### config.mk
export PLATFORM = sky130hd
export DESIGN_NAME = mips_cpu_bus_lsu
export DESIGN_NICKNAME = d
export VERILOG_FILES = /design/src/rtl/mips_cpu_bus_lsu.sv
export SDC_FILE = /design/constraint.sdc
export NUM_CORES = 1
export LEC_CHECK = 0
export CAP_MARGIN = 20
export CELL_PAD_IN_SITES_DETAIL_PLACEMENT = 0
export CELL_PAD_IN_SITES_GLOBAL_PLACEMENT = 1
export CORE_MARGIN = 2
export CORE_UTILIZATION = 34
export DETAILED_ROUTE_END_ITERATION = 12
export PLACE_DENSITY_LB_ADDON = 0.12
export SYNTH_ARGS = -nofsm -noshare
export SYNTH_HDL_FRONTEND = slang
export SYNTH_SLANG_ARGS = --single-unit
export TNS_END_PERCENT = 100
### constraint.sdc
create_clock -name clk -period 9.2 [get_ports clk]
set_clock_uncertainty 0.15 [all_clocks]
set_input_delay 0.92 -clock clk [delete_from_list [all_inputs] [get_ports clk]]
set_output_delay 0.92 -clock clk [all_outputs]
set_load 0.05 [all_outputs]
### src/rtl/mips_cpu_bus_lsu.sv
// mips_cpu_bus_lsu
//   Load/store bus master between the MIPS datapath and a word-addressed,
//   Avalon-style memory bus. Each CPU byte/halfword/word access becomes one
//   word-aligned bus transaction with lane byteenables and lane-shifted store
//   data. Load data is extracted from readdata and zero- or sign-extended.
//   Misaligned (or reserved-size) requests complete with op_error and never
//   touch the bus.
//
// Ports
//   clk, reset               rising-edge clock, asynchronous active-high reset
//   op_valid/op_write/op_size/op_signed/op_addr/op_wdata
//                            CPU request, sampled only while idle
//   op_busy, op_done, op_error, op_rdata
//                            CPU status / single-cycle completion / load result
//   address, read, write, byteenable, writedata, waitrequest, readdata
//                            memory bus master side
//
// Optional feature: define MIPS_LSU_TIMEOUT_EN to abort a transaction after
// TIMEOUT_CYCLES consecutive waitrequest stalls (completes with op_error).
module mips_cpu_bus_lsu #(
   parameter int TIMEOUT_CYCLES = 256
) (
   input  logic        clk,
   input  logic        reset,
   input  logic        op_valid,
   input  logic        op_write,
   input  logic [1:0]  op_size,
   input  logic        op_signed,
   input  logic [31:0] op_addr,
   input  logic [31:0] op_wdata,
   output logic        op_busy,
   output logic        op_done,
   output logic        op_error,
   output logic [31:0] op_rdata,
   output logic [31:0] address,
   output logic        read,
   output logic        write,
   output logic [3:0]  byteenable,
   output logic [31:0] writedata,
   input  logic        waitrequest,
   input  logic [31:0] readdata
);

   typedef enum logic [1:0] {S_IDLE, S_ISSUE, S_RDATA, S_DONE} state_t;

   state_t      state_q, state_d;
   logic [31:0] addr_q, addr_d;
   logic [3:0]  be_q, be_d;
   logic [31:0] wdata_q, wdata_d;
   logic        wr_q, wr_d;
   logic [1:0]  size_q, size_d;
   logic        sgn_q, sgn_d;
   logic [1:0]  off_q, off_d;
   logic        err_q, err_d;
   logic [31:0] rdata_q, rdata_d;

   logic        misaligned;
   logic [3:0]  be_new;
   logic [31:0] wdata_new;

`ifdef MIPS_LSU_TIMEOUT_EN
   localparam int TW = $clog2(TIMEOUT_CYCLES + 1);
   logic [TW-1:0] tmo_q, tmo_d;
`endif

   // Pick the addressed bytes out of the bus word and extend them.
   function automatic logic [31:0] extract(input logic [31:0] rd,
                                           input logic [1:0]  off,
                                           input logic [1:0]  size,
                                           input logic        sgn);
      logic [31:0] sh;
      sh = rd >> {off, 3'b000};
      case (size)
         2'b00:   extract = {{24{sgn & sh[7]}}, sh[7:0]};
         2'b01:   extract = {{16{sgn & sh[15]}}, sh[15:0]};
         default: extract = rd;
      endcase
   endfunction

   always_comb begin
      misaligned = (op_size == 2'b11) ||
                   ((op_size == 2'b01) && op_addr[0]) ||
                   ((op_size == 2'b10) && (op_addr[1:0] != 2'b00));
      case (op_size)
         2'b00:   be_new = 4'b0001 << op_addr[1:0];
         2'b01:   be_new = op_addr[1] ? 4'b1100 : 4'b0011;
         default: be_new = 4'b1111;
      endcase
      case (op_size)
         2'b00:   wdata_new = {24'b0, op_wdata[7:0]}  << {op_addr[1:0], 3'b000};
         2'b01:   wdata_new = {16'b0, op_wdata[15:0]} << {op_addr[1:0], 3'b000};
         default: wdata_new = op_wdata;
      endcase
   end

   always_comb begin
      state_d = state_q;
      addr_d  = addr_q;
      be_d    = be_q;
      wdata_d = wdata_q;
      wr_d    = wr_q;
      size_d  = size_q;
      sgn_d   = sgn_q;
      off_d   = off_q;
      err_d   = err_q;
      rdata_d = rdata_q;
`ifdef MIPS_LSU_TIMEOUT_EN
      tmo_d   = tmo_q;
`endif
      case (state_q)
         S_IDLE: begin
            if (op_valid) begin
               if (misaligned) begin
                  // Bus registers are left alone: no bus cycle is issued.
                  err_d   = 1'b1;
                  state_d = S_DONE;
               end else begin
                  addr_d  = {op_addr[31:2], 2'b00};
                  be_d    = be_new;
                  wdata_d = wdata_new;
                  wr_d    = op_write;
                  size_d  = op_size;
                  sgn_d   = op_signed;
                  off_d   = op_addr[1:0];
                  err_d   = 1'b0;
                  state_d = S_ISSUE;
`ifdef MIPS_LSU_TIMEOUT_EN
                  tmo_d   = '0;
`endif
               end
            end
         end
         S_ISSUE: begin
            if (!waitrequest) begin
               state_d = wr_q ? S_DONE : S_RDATA;
            end
`ifdef MIPS_LSU_TIMEOUT_EN
            // tmo_q counts stalls already seen; this stall is the last allowed.
            else if (tmo_q == TW'(TIMEOUT_CYCLES - 1)) begin
               err_d   = 1'b1;
               state_d = S_DONE;
            end else begin
               tmo_d   = tmo_q + 1'b1;
            end
`endif
         end
         S_RDATA: begin
            rdata_d = extract(readdata, off_q, size_q, sgn_q);
            state_d = S_DONE;
         end
         default: begin
            state_d = S_IDLE;
         end
      endcase
   end

   always_ff @(posedge clk or posedge reset) begin
      if (reset) begin
         state_q <= S_IDLE;
         addr_q  <= '0;
         be_q    <= '0;
         wdata_q <= '0;
         wr_q    <= 1'b0;
         size_q  <= '0;
         sgn_q   <= 1'b0;
         off_q   <= '0;
         err_q   <= 1'b0;
         rdata_q <= '0;
`ifdef MIPS_LSU_TIMEOUT_EN
         tmo_q   <= '0;
`endif
      end else begin
         state_q <= state_d;
         addr_q  <= addr_d;
         be_q    <= be_d;
         wdata_q <= wdata_d;
         wr_q    <= wr_d;
         size_q  <= size_d;
         sgn_q   <= sgn_d;
         off_q   <= off_d;
         err_q   <= err_d;
         rdata_q <= rdata_d;
`ifdef MIPS_LSU_TIMEOUT_EN
         tmo_q   <= tmo_d;
`endif
      end
   end

   // Bus strobes decode from state so reset removes them immediately.
   assign read       = (state_q == S_ISSUE) && !wr_q;
   assign write      = (state_q == S_ISSUE) && wr_q;
   assign address    = addr_q;
   assign byteenable = be_q;
   assign writedata  = wdata_q;
   assign op_busy    = (state_q != S_IDLE);
   assign op_done    = (state_q == S_DONE);
   assign op_error   = (state_q == S_DONE) && err_q;
   assign op_rdata   = rdata_q;

endmodule
==> parameters.txt <==
Parameter                              Value

Placement
  Post-Place Setup Slack ... 5080 ps
  Detailed-placement wirelength estimate ... 11,200 microns
  Buffers added on ports ... 206
  Final GP Congestion ... 0.856

Synth
  Post-synthesis instance area ... 5110 sq um
  Mean instance size in the synthesized netlist ... 9.81 sq um
  Number of flops mapped to enable cells by yosys ... 0
  Flop and latch count out of synthesis ... 107
  Sequential-to-total area share from yosys stat ... 52.4%
  Cell types with the largest area share after synthesis ... sky130_fd_sc_hd__dfrtp_1 52%, sky130_fd_sc_hd__nand2_1 8.6%, sky130_fd_sc_hd__mux2_2 6.8%
  Async S/R FF share, synth ... 100%
  Count of yosys warnings during synthesis ... 0
  Gate Count Post-Synth ... 521
  Synth top area share ... 52.4%
  Yosys cell types ... 37
  Top cell type by total area after synthesis ... sky130_fd_sc_hd__dfrtp_1
  Most instantiated flip-flop cell in the synthesis netlist ... sky130_fd_sc_hd__dfrtp_1

Clock network
  Total of hold buffers inserted after clock tree synthesis ... 0
  Root Driver ... sky130_fd_sc_hd__clkbuf_16
  Cells resized by post-CTS repair ... 0
  Maximum count of clock buffers along a single path ... 2
  Clock sink count ... 107
  CTS H-tree depth ... 3
  TritonCTS clock tree ... done
  CTS Buf Count ... 9
  Clock transition at the registers of the reported paths ... 70 ps
  Clk Latency, worst-skew pair ... 340 ps
  Post-CTS Repair Setup Buffers ... 0

STA
  Number of slew-limit violations in the final report ... 0
  Setup TNS ... 0 ps
  Worst slew margin ... 37.1%
  Final hold viol count ... 0
  Time the worst path needs with I/O delays and setup ... 3730 ps
  RSZ-0062 raised after global routing ... false
  Maximum clock frequency ... 0.268 GHz
  Share of the cycle needed by the critical path after routing ... 40.6%
  Final setup slack of the worst path ... 5470 ps
  Transition time at the pin with the least slew margin ... 943 ps
  Count of endpoints failing setup in the final report ... 0

GRT
  Antenna violations before repair ... 0
  Maximum number of pins on one net before global-route repair ... 91
  Via count of the first global-routing pass ... 4,506
  Global-route usage over all layers ... 19.0%
  Aggregate global routing overflow ... 0
  Global-route wire length before repair ... 24,000 microns

Routing
  Met1 wire length ... 6520 microns
  Post-route antenna net violation count ... 0
  Starting DRC count in detailed routing ... 236
  Detailed-route wire length ... 15,300 microns
  First-pass detailed-route iteration total ... 5
  Uppermost signal routing layer after detailed routing ... met4
  Drt via density ... 5.00
  Remaining routing DRC violations ... 0
  Wire per inst ... 17.2 microns
  Amount of wire on met3 after detailed routing ... 1240 microns
  Met2 Routed Length ... 7290 microns
  Routed vias ... 4,450

Worst setup path
  Worst path buffer plus inverter count ... 2
  Required time at the endpoint of the critical path ... 9280 ps
  Total stage count of the critical path ... 5
  Worst Setup Path Type ... input port to flip-flop
  CP Cell Sequence ... clkdlybuf4s50_1 > a21oi_1 > o21bai_4 > buf_4 > mux2_2
  Stage delay of the slowest cell on the critical path ... 920 ps
  Startpoint Class ... input port
  Critical path's slowest cell ... sky130_fd_sc_hd__clkdlybuf4s50_1
  Crit Path Max Fanout ... 90
  Worst Setup End Kind ... flip-flop
  Critical path arrival ... 3810 ps
  Cell count of the worst reg-to-reg path ... 6
  Gate family responsible for the most delay along the worst path ... buffers and inverters

Power
  Max rail drop VDD ... 0.000177 V
  P per Cell Area ... 403 nW/um^2
  Leakage ... 0.00320 uW
  Total power ... 3040 uW

Finish
  Post-synthesis to final-layout area growth ... 47.6%
  N_diodes ... 0
  Final net count ... 810
  Layout cell share with drive strength beyond 1 ... 8.22%

Floorplan
  Number of top-level pins ... 209
  Die span in y ... 127 microns
  Starting utilization of the core area ... 35.0%
  Floorplan Core Area ... 14,600 sq um
  Die area ... 16,000 sq um
  X dimension of the die ... 127 microns
  Number of rows created at floorplan ... 44

Min path
  Class of the tightest hold or removal check ... flip-flop to flip-flop
  Cell count of the worst hold path ... 2

Flow run
  Maximum Capacitance Violations ... 0

Outcome
  Run status ... completed
==> synthesized netlist by cell type (3+ instances only) <==
master	number
sky130_fd_sc_hd__nor2b_1	12
sky130_fd_sc_hd__o31ai_1	10
sky130_fd_sc_hd__mux2_2	31
sky130_fd_sc_hd__buf_2	9
sky130_fd_sc_hd__a221oi_1	8
sky130_fd_sc_hd__o2bb2ai_1	6
sky130_fd_sc_hd__nand2b_1	13
sky130_fd_sc_hd__o21ai_0	65
sky130_fd_sc_hd__clkbuf_1	25
sky130_fd_sc_hd__a2bb2oi_1	9
sky130_fd_sc_hd__dfrtp_1	107
sky130_fd_sc_hd__mux2i_1	9
sky130_fd_sc_hd__o221ai_1	7
sky130_fd_sc_hd__ha_1	4
sky130_fd_sc_hd__buf_4	3
sky130_fd_sc_hd__a21oi_1	11
sky130_fd_sc_hd__buf_1	3
sky130_fd_sc_hd__inv_1	11
sky130_fd_sc_hd__nor2_1	21
sky130_fd_sc_hd__a22oi_1	16
sky130_fd_sc_hd__nand2_1	117
sky130_fd_sc_hd__mux2_1	6
==> report_power, final <==
| part | total (uW) | leakage, uW | switching, uW | internal, uW |
|---|---|---|---|---|
| clock | 368 | 0.000134 | 182 | 186 |
| sequential | 846 | 0.00130 | 145 | 701 |
| combinational | 1830 | 0.00177 | 1200 | 632 |
| total | 3040 | 0.00320 | 1520 | 1520 |
==> final timing paths <==
path | start | to | slack, ps
setup / recovery | op_addr[0] | off_q[1]$_DFFE_PP0P_ | 5470
hold / removal | writedata[19]$_DFFE_PP0P_ | writedata[19]$_DFFE_PP0P_ | 330
setup reg to reg | state_q[0]$_DFFE_PP0P_ | off_q[1]$_DFFE_PP0P_ | 6630
hold reg to reg | writedata[19]$_DFFE_PP0P_ | writedata[19]$_DFFE_PP0P_ | 330
max in group asynchronous | reset | op_rdata[17]$_DFFE_PP0P_ | 6790
min in group asynchronous | reset | address[10]$_DFFE_PP0P_ | 840
==> routing by layer <==
metal,GRT usage [%],vias to the layer above
li1,-,2153
met1,25.6,2123
met2,30.1,159
met3,5.61,15
met4,4.85,0
met5,0,-
==> cell families (layout without fill, tap and decap cells) <==
kind of cell	count (synthesis)	count (layout)	share of synthesized area, %
and+or+nand+nor	171	171	14.2
other	1	2	0.0734
muxes	47	47	10.4
adders and majority gates	4	4	0.979
buffers and inverters	52	236	4.41
DFF	107	107	52.4
AOI/OAI and AO/OA	139	139	17.6
==> cells in the final DEF, fill, tap and decap left out, types with 4 or more instances in the layout <==
cell type                         instances
sky130_fd_sc_hd__a221oi_1                 8
sky130_fd_sc_hd__nand2_1                117
sky130_fd_sc_hd__a2bb2oi_1                9
sky130_fd_sc_hd__nor2_1                  21
sky130_fd_sc_hd__mux2i_1                  9
sky130_fd_sc_hd__o2bb2ai_1                6
sky130_fd_sc_hd__o21ai_0                 65
sky130_fd_sc_hd__mux2_1                   6
sky130_fd_sc_hd__clkdlybuf4s50_1        206
sky130_fd_sc_hd__inv_1                   10
sky130_fd_sc_hd__mux2_2                  31
sky130_fd_sc_hd__a21oi_1                 11
sky130_fd_sc_hd__o31ai_1                 10
sky130_fd_sc_hd__nor2b_1                 12
sky130_fd_sc_hd__a22oi_1                 16
sky130_fd_sc_hd__dfrtp_1                107
sky130_fd_sc_hd__o221ai_1                 7
sky130_fd_sc_hd__clkbuf_16                9
sky130_fd_sc_hd__buf_4                    4
sky130_fd_sc_hd__nand2b_1                13
==> tightest hold or removal path, delay by kind of cell (launching register included) <==
family          cells  cell delay (ps)
simple gates        1               50
compound gates      1               60
flops               1              340
==> sequential cells by signal, summed over array words and instances, names as in the netlist, 2 cells and up <==
signal,count
op_rdata,32
writedata,32
address,30
byteenable,4
off_q,2
size_q,2
state_q,2
==> through the flow <==
stage | utilization, % | cells | area [sq um] | hold WS, ps
global placement | 49.8 | 875 | 7270 | 313
CTS | 51.7 | 890 | 7550 | 333
global route | 51.7 | 890 | 7550 | 362
floorplan | - | 522 | 5120 | 291
finish | 51.7 | 890 | 7550 | 330
detailed placement | 49.8 | 875 | 7270 | 320
==> layout make-up <==
class                           instances  area [sq um]
Clock buffer                            9           225
Clock inverter                          6          50.0
Fill cell                            1356          7040
Inverter                               11          43.8
Multi-Input combinational cell        363          2230
Sequential cell                       107          2680
Tap cell                              184           230
Timing Repair Buffer                  210          2090
(Power assumes the default switching activity.)
